$ cat src/rtl/bm_rd_arb.sv
// ---------------------------------------------------------------------------
// bm_rd_arb -- bias memory read arbiter / write-ownership sequencer
//
// Shares the single bias memory read port between the conv and fc bias
// fetchers with round-robin arbitration. Each read return goes back to the
// requester that issued it. The d2c loader can also take exclusive write
// ownership of the memory: new reads stop, in-flight reads drain, and then
// wr_gnt is held until the loader drops wr_req.
//
// Ports
//   clk, rst           clock, asynchronous active-high reset
//   conv_req/addr      conv read request (held until granted) and address
//   conv_gnt           conv request accepted this cycle (combinational)
//   conv_dout/vld      conv read return (registered)
//   fc_req/addr        fc read request and address
//   fc_gnt             fc request accepted this cycle (combinational)
//   fc_dout/vld        fc read return (registered)
//   wr_req             loader asks for write ownership (level)
//   wr_gnt             loader owns the memory (registered)
//   mem_rd_en/addr     bias memory read strobe and address
//   mem_dout           bias memory read data, RD_LAT cycles after mem_rd_en
//   dbg_state          current FSM state (0=RD, 1=DRAIN, 2=WR)
//
// Handshake: a request is consumed in the cycle where req and gnt are both
// high. If req stays high after a grant, it is a new request. Each grant
// issues exactly one memory read. The read returns as a one-cycle vld pulse
// RD_LAT+1 cycles after the grant. Returns arrive in issue order.
// ---------------------------------------------------------------------------
module bm_rd_arb #(
    parameter int ADDR_W = 10,
    parameter int DATA_W = 512,
    parameter int RD_LAT = 2      // legal 1..4
) (
    input  logic              clk,
    input  logic              rst,
    input  logic              conv_req,
    input  logic [ADDR_W-1:0] conv_addr,
    output logic              conv_gnt,
    output logic [DATA_W-1:0] conv_dout,
    output logic              conv_vld,
    input  logic              fc_req,
    input  logic [ADDR_W-1:0] fc_addr,
    output logic              fc_gnt,
    output logic [DATA_W-1:0] fc_dout,
    output logic              fc_vld,
    input  logic              wr_req,
    output logic              wr_gnt,
    output logic              mem_rd_en,
    output logic [ADDR_W-1:0] mem_rd_addr,
    input  logic [DATA_W-1:0] mem_dout,
    output logic [1:0]        dbg_state
);

    typedef enum logic [1:0] {
        ST_RD    = 2'd0,
        ST_DRAIN = 2'd1,
        ST_WR    = 2'd2
    } state_t;

    state_t state, state_nxt;

    // 1 when fc owned the most recent grant. Resetting to 1 lets conv win
    // the first tie.
    logic last_fc;

    // Tag pipe: stage k holds the read that was granted k+1 cycles ago.
    // Stage RD_LAT-1 lines up with the cycle where mem_dout carries that
    // read's data.
    logic [RD_LAT-1:0] tag_vld;
    logic [RD_LAT-1:0] tag_fc;

    logic pipe_busy;
    logic rd_ok;

    assign pipe_busy = |tag_vld;

    // ---------------- next state / grants ----------------
    always_comb begin
        state_nxt = state;
        conv_gnt  = 1'b0;
        fc_gnt    = 1'b0;
        rd_ok     = (state == ST_RD) && !wr_req;

        // A pending write blocks grants in the same cycle. Because no grant
        // is made, the pipe is empty this cycle exactly when no stage is valid.
        if (rd_ok) begin
            conv_gnt = conv_req && (!fc_req || last_fc);
            fc_gnt   = fc_req && (!conv_req || !last_fc);
        end

        case (state)
            ST_RD: begin
                if (wr_req) state_nxt = pipe_busy ? ST_DRAIN : ST_WR;
            end
            ST_DRAIN: begin
                // If the loader gives up while we drain, go back to reading
                // without ever raising wr_gnt.
                if (!wr_req)        state_nxt = ST_RD;
                else if (!pipe_busy) state_nxt = ST_WR;
            end
            ST_WR: begin
                if (!wr_req) state_nxt = ST_RD;
            end
            default: state_nxt = ST_RD;
        endcase
    end

    assign mem_rd_en   = conv_gnt | fc_gnt;
    // When there is no grant the address is a don't-care. Defaulting to
    // conv keeps this a single 2:1 mux.
    assign mem_rd_addr = fc_gnt ? fc_addr : conv_addr;
    assign dbg_state   = state;

    // ---------------- sequential ----------------
    always_ff @(posedge clk or posedge rst) begin
        if (rst) begin
            state     <= ST_RD;
            wr_gnt    <= 1'b0;
            last_fc   <= 1'b1;
            tag_vld   <= '0;
            tag_fc    <= '0;
            conv_vld  <= 1'b0;
            fc_vld    <= 1'b0;
            conv_dout <= '0;
            fc_dout   <= '0;
        end else begin
            state  <= state_nxt;
            // Registered straight from the next-state decode, so wr_gnt
            // stays glitch-free when the state encoding changes two bits.
            wr_gnt <= (state_nxt == ST_WR);

            if (mem_rd_en) last_fc <= fc_gnt;

            for (int i = RD_LAT - 1; i >= 1; i--) begin
                tag_vld[i] <= tag_vld[i-1];
                tag_fc[i]  <= tag_fc[i-1];
            end
            tag_vld[0] <= mem_rd_en;
            tag_fc[0]  <= fc_gnt;

            conv_vld <= tag_vld[RD_LAT-1] && !tag_fc[RD_LAT-1];
            fc_vld   <= tag_vld[RD_LAT-1] &&  tag_fc[RD_LAT-1];
            if (tag_vld[RD_LAT-1] && !tag_fc[RD_LAT-1]) conv_dout <= mem_dout;
            if (tag_vld[RD_LAT-1] &&  tag_fc[RD_LAT-1]) fc_dout   <= mem_dout;
        end
    end

endmodule

$ cat config.mk
export PLATFORM = sky130hd
export DESIGN_NAME = bm_rd_arb
export DESIGN_NICKNAME = d
export VERILOG_FILES = /design/src/rtl/bm_rd_arb.sv
export SDC_FILE = /design/constraint.sdc
export NUM_CORES = 2
export LEC_CHECK = 0
export CAP_MARGIN = 20
export CORE_AREA = 2 2 622 624
export DETAILED_ROUTE_END_ITERATION = 10
export DIE_AREA = 0 0 624 626
export GPL_TIMING_DRIVEN = 0
export MAX_ROUTING_LAYER = met4
export PLACE_DENSITY_LB_ADDON = 0.08
export REMOVE_ABC_BUFFERS = 1
export SETUP_SLACK_MARGIN = 0.3
export SKIP_CTS_REPAIR_TIMING = 1
export SLEW_MARGIN = 20
export SYNTH_ARGS = -nofsm -noshare
export SYNTH_HDL_FRONTEND = slang
export SYNTH_SLANG_ARGS = --single-unit
export TNS_END_PERCENT = 20
$ cat constraint.sdc
create_clock -name clk -period 55.9 [get_ports clk]
set_clock_uncertainty 0.1 [all_clocks]
set_input_delay 5.59 -clock clk [delete_from_list [all_inputs] [get_ports clk]]
set_output_delay 5.59 -clock clk [all_outputs]
set_load 0.005 [all_outputs]
# Yosys cells after proc, flatten, opt, wreduce, memory -nomap -nowiden
# Cells that the tools add are included.
# word_totals
wordCells	36
out_inout_bits	1042
register_bits	1034
inputBits	537
# op_classes
eq_ne	3
bitwise	1
reduce_logical	14
mux	9
# ops
op	n
two-way mux 10 bit	1
two-way mux 2 bit	5
one-hot mux 2 bit (3 select lines)	1
logical AND 1 bit	5
logical NOT 1 bit	5
equality test 2 bit (second input constant)	2
equality test 2 x 1 -> 1 bit (second input constant)	1
logical NOT 2 bit	1
logical OR 1 bit	2
two-way mux 1 bit	2
OR reduction 2 bit	1
bitwise OR 1 bit	1

# Longest topological paths before layout
# logic_depth
depth_word	5
depth_mapped	6
mapped_depth_nobuf	4

# Least setup slack after synthesis
# No wires, ideal clock.
# synth_path
path_kind	input-to-output
startpoint	input port wr_req
endpoint	output port mem_rd_addr[1]
required_time_ns	50.210
path_buffers	1
arrival_ns	6.456
path_stages	4
slack_ns	43.754
cell_sequence	nor3_1 -> nand3_1 -> buf_2 -> mux2_2
# synth_via
elab_chain_len	4
# synth_lines
element	line	text
start, declared	46	input logic wr_req,
logical NOT 1 bit	--	
logical AND 1 bit	82	rd_ok = (state == ST_RD) && !wr_req;
two-way mux 1 bit	86	if (rd_ok) begin
two-way mux 10 bit	111	assign mem_rd_addr = fc_gnt ? fc_addr : conv_addr;
end, declared	49	output logic [ADDR_W-1:0] mem_rd_addr,
# Every way passes these cells.

# Final worst setup path
# layout_path
startpoint	input port wr_req
endpoint	output port mem_rd_addr[9]
# The elaborated chain is that of the path after synthesis.

==> results.md <==
- Final setup vio count: 0
- Slowest cell on the critical path: clkdlybuf4s50_1
- WHS Endpoint: tag_fc[1]
- Drt drc: 0
- Leakage power total: 0.0279 uW
- Share of layout cells above drive strength 1: 15.5%
- Status: completed
- Drt wl/cell: 24.1 microns
- Hold Path Stages: 0
- RSZ-0062 raised after global routing: no
- Max H-tree Level: 4
- Crit path max fanout: 12
- Sequential area share after synthesis: 67.0%
- Buf/Inv on CP: 2
- Hold Violations, Final: 0
- Syn_area_per_cell: 11.8 sq um
- Slew Viols, Final: 0
- Final WL: 244000 microns
- Chip Width: 624 microns
- Register bit total from synthesis: 1034
- Reg2reg end: conv_dout[285]
- Cells after Synth: 3281
- Vias in the first global route: 32.3k
- CTS tree: yes
- Worst r2r src: tag_vld[1]
- YS warnings: 0
- CTS Buffer Depth: 4
- Crit. End Element: output pin
- Critical setup path kind: in2out
- Die Y: 626 microns
- FMAX: 73.6 MHz
- Initial Utilization: 10.0%
- TNS Setup: 0 ns
- Maximum vdd drop: 0.0215 mV
- Max-cap violations: 0
- GRT overflow: 0
- Finished Core Util: 17.4%
- Via Count: 30.5k
- Crit path top cell by count: clkdlybuf4s50_1
- Crit path time final: 13.59 ns
- Routed vias/inst: 3.01
- GRT Util Overall: 12.4%
- Flop-to-flop setup slack: 52.15 ns
- CP startpoint kind: input port
- Final nets: 5453
- Gpl congestion: 0.769
- Layout area overhead: 72.7%
- Post-synth cell types: 20
- Initial antenna violation count: 117
- Cell row count: 228
- Slew HR: 56.5%
- Largest net degree at the start of global routing: 83
- I/O Buffers: 1578
- Hold_sp: tag_fc[0]
- CTS Sinks: 1034
- Min-Delay Path Class: reg2reg
- Worst EP required: 50.21 ns
- Worst-Margin Slew: 0.652 ns
- Ports: 1579
- CTS Buf Count: 158
- HPWL after DPL: 191000 microns
- Core footprint: 384000 sq um
- Mapped cell area: 38600 sq um
- Pwr Density: 54.0 nW/um^2
- Die ar.: 391000 sq um
- Global-route wire length before repair: 320000 microns
- Remaining antenna violation count: 0
- Tcrit/Tclk final: 24.3%
- Initial DRC Count: 1304
- Root Driver: clkbuf_16
- Worst-skew pair later-pin latency: 0.82 ns
- CTS clk-pin slew, worst paths: 0.06 ns
- Number of iterations in the first detailed-routing pass: 4
- CP Data Arrival Time: 7.90 ns
- Crit-path cells: clkdlybuf4s50_1 > nor3_1 > nand3_1 > mux2_2 > clkdlybuf4s50_1
- R2R depth: 13
- Crit-path max cell delay: 0.53 ns
- Family with the most delay on the worst path: buffers and inverters
[cell families after synthesis]
| logic type | synth area share (%) |
|---|---|
| DFF | 67.0 |
| muxes | 15.2 |
| and+or+nand+nor | 15.1 |
| AOI/OAI and AO/OA | 0.0713 |
| buffers and inverters | 2.60 |
[metal layers]
layer  share of wire (%)  track usage, %  wire length [microns]
met3                 8.1            4.75                  19800
met4                 2.0            2.22                   4830
met2                  53            22.7                 130000
met5                   0               -                      0
met1                  37            12.6                  89600
[synthesized netlist by cell type]
| cell type | number | area [sq um] |
|---|---|---|
| nand2b_1 | 1 | 6.26 |
| buf_4 | 45 | 338 |
| mux2_1 | 50 | 563 |
| nor2_1 | 1 | 3.75 |
| clkbuf_1 | 16 | 60.1 |
| inv_2 | 1 | 3.75 |
| nor3b_1 | 1 | 7.51 |
| o21ai_0 | 1 | 5.00 |
| mux2_2 | 472 | 5320 |
| o21a_1 | 3 | 22.5 |
| buf_6 | 7 | 78.8 |
| nand3_1 | 1 | 5.00 |
| nor2b_1 | 2 | 12.5 |
| dfrtp_1 | 1033 | 25800 |
| buf_2 | 102 | 510 |
| and3_1 | 1 | 6.26 |
| nor3_1 | 2 | 10.0 |
| nand2_1 | 1538 | 5770 |
| inv_1 | 3 | 11.3 |
| dfstp_2 | 1 | 26.3 |
[worst max-delay path by stage]
| stage | from | end | slack [ns] | depth (start not counted) |
|---|---|---|---|---|
| 2_1_floorplan | rst | conv_dout[0] | 21.11 | 1 |
| 3_5_place_dp | wr_req | mem_rd_addr[1] | 42.22 | 5 |
| 4_1_cts | wr_req | mem_rd_addr[1] | 42.23 | 5 |
| 5_1_grt | wr_req | mem_rd_addr[1] | 42.09 | 5 |
| 6_report | wr_req | mem_rd_addr[9] | 42.31 | 5 |
| 3_3_place_gp | tag_vld[1] | fc_dout[238] | -39.03 | 4 |
[state kept, by name, indices dropped and copies added (netlist names)]
| name | count |
|---|---|
| conv_vld | 1 |
| conv_dout | 512 |
| tag_vld | 2 |
| wr_gnt | 1 |
| last_fc | 1 |
| fc_dout | 512 |
| fc_vld | 1 |
| tag_fc | 2 |
| dbg_state | 2 |
[layout by cell type, fill, tap and decap left out, types with 2 or more instances in the layout]
cell type	n
o21a_1	3
dfrtp_1	1033
clkinv_16	3
mux2_1	50
inv_16	2
clkdlybuf4s50_1	1578
clkinv_2	20
inv_1	2
clkbuf_1	42
inv_6	3
mux2_2	472
inv_8	2
clkinvlp_4	3
nor3_1	2
buf_16	48
clkbuf_8	46
clkbuf_16	160
diode_2	38
nand2_1	1537
buf_12	19
[where the power goes]
part	total (uW)	internal, uW	switching [uW]
sequential	1240	1070	172
combinational	1340	757	586
clock	1010	594	419
[worst register-to-register path, cell delays in order, from the launching register on]
cell and delay (ns):
dfrtp_1 0.43, nor2b_4 0.51, buf_16 0.22, buf_12 0.19, buf_12 0.22, buf_16 0.20, buf_16 0.18, buf_16 0.18
buf_16 0.20, buf_12 0.22, buf_12 0.22, buf_16 0.20, buf_12 0.20, mux2_2 0.37
[metrics by stage]
step / hold slack [ns] / instances / worst slack [ns] / total power [uW] / area, sq um
5_1_grt: 0.265 / 10100 / 42.09 / 3830 / 66700
6_report: 0.258 / 10100 / 42.31 / 3600 / 66700
2_1_floorplan: 0.231 / 3111 / 21.11 / 1640 / 37600
4_1_cts: 0.260 / 10100 / 42.23 / 3720 / 66600
3_5_place_dp: 0.244 / 9816 / 42.22 / 2650 / 61500
3_3_place_gp: 0.240 / 9749 / -39.03 / 2840 / 59700
[cell type report]
cell class	instances	area (sq um)
diodes	38	95.1
clock buffers	248	4790
clock inverters	32	309
fillers	42500	318000
inverters	4	30.0
multi-input cells	2073	11700
flip-flops and latches	1034	25900
well taps	5060	6330
repair buffers	1645	17500
Note: power is estimated with default switching activity, not from simulation.
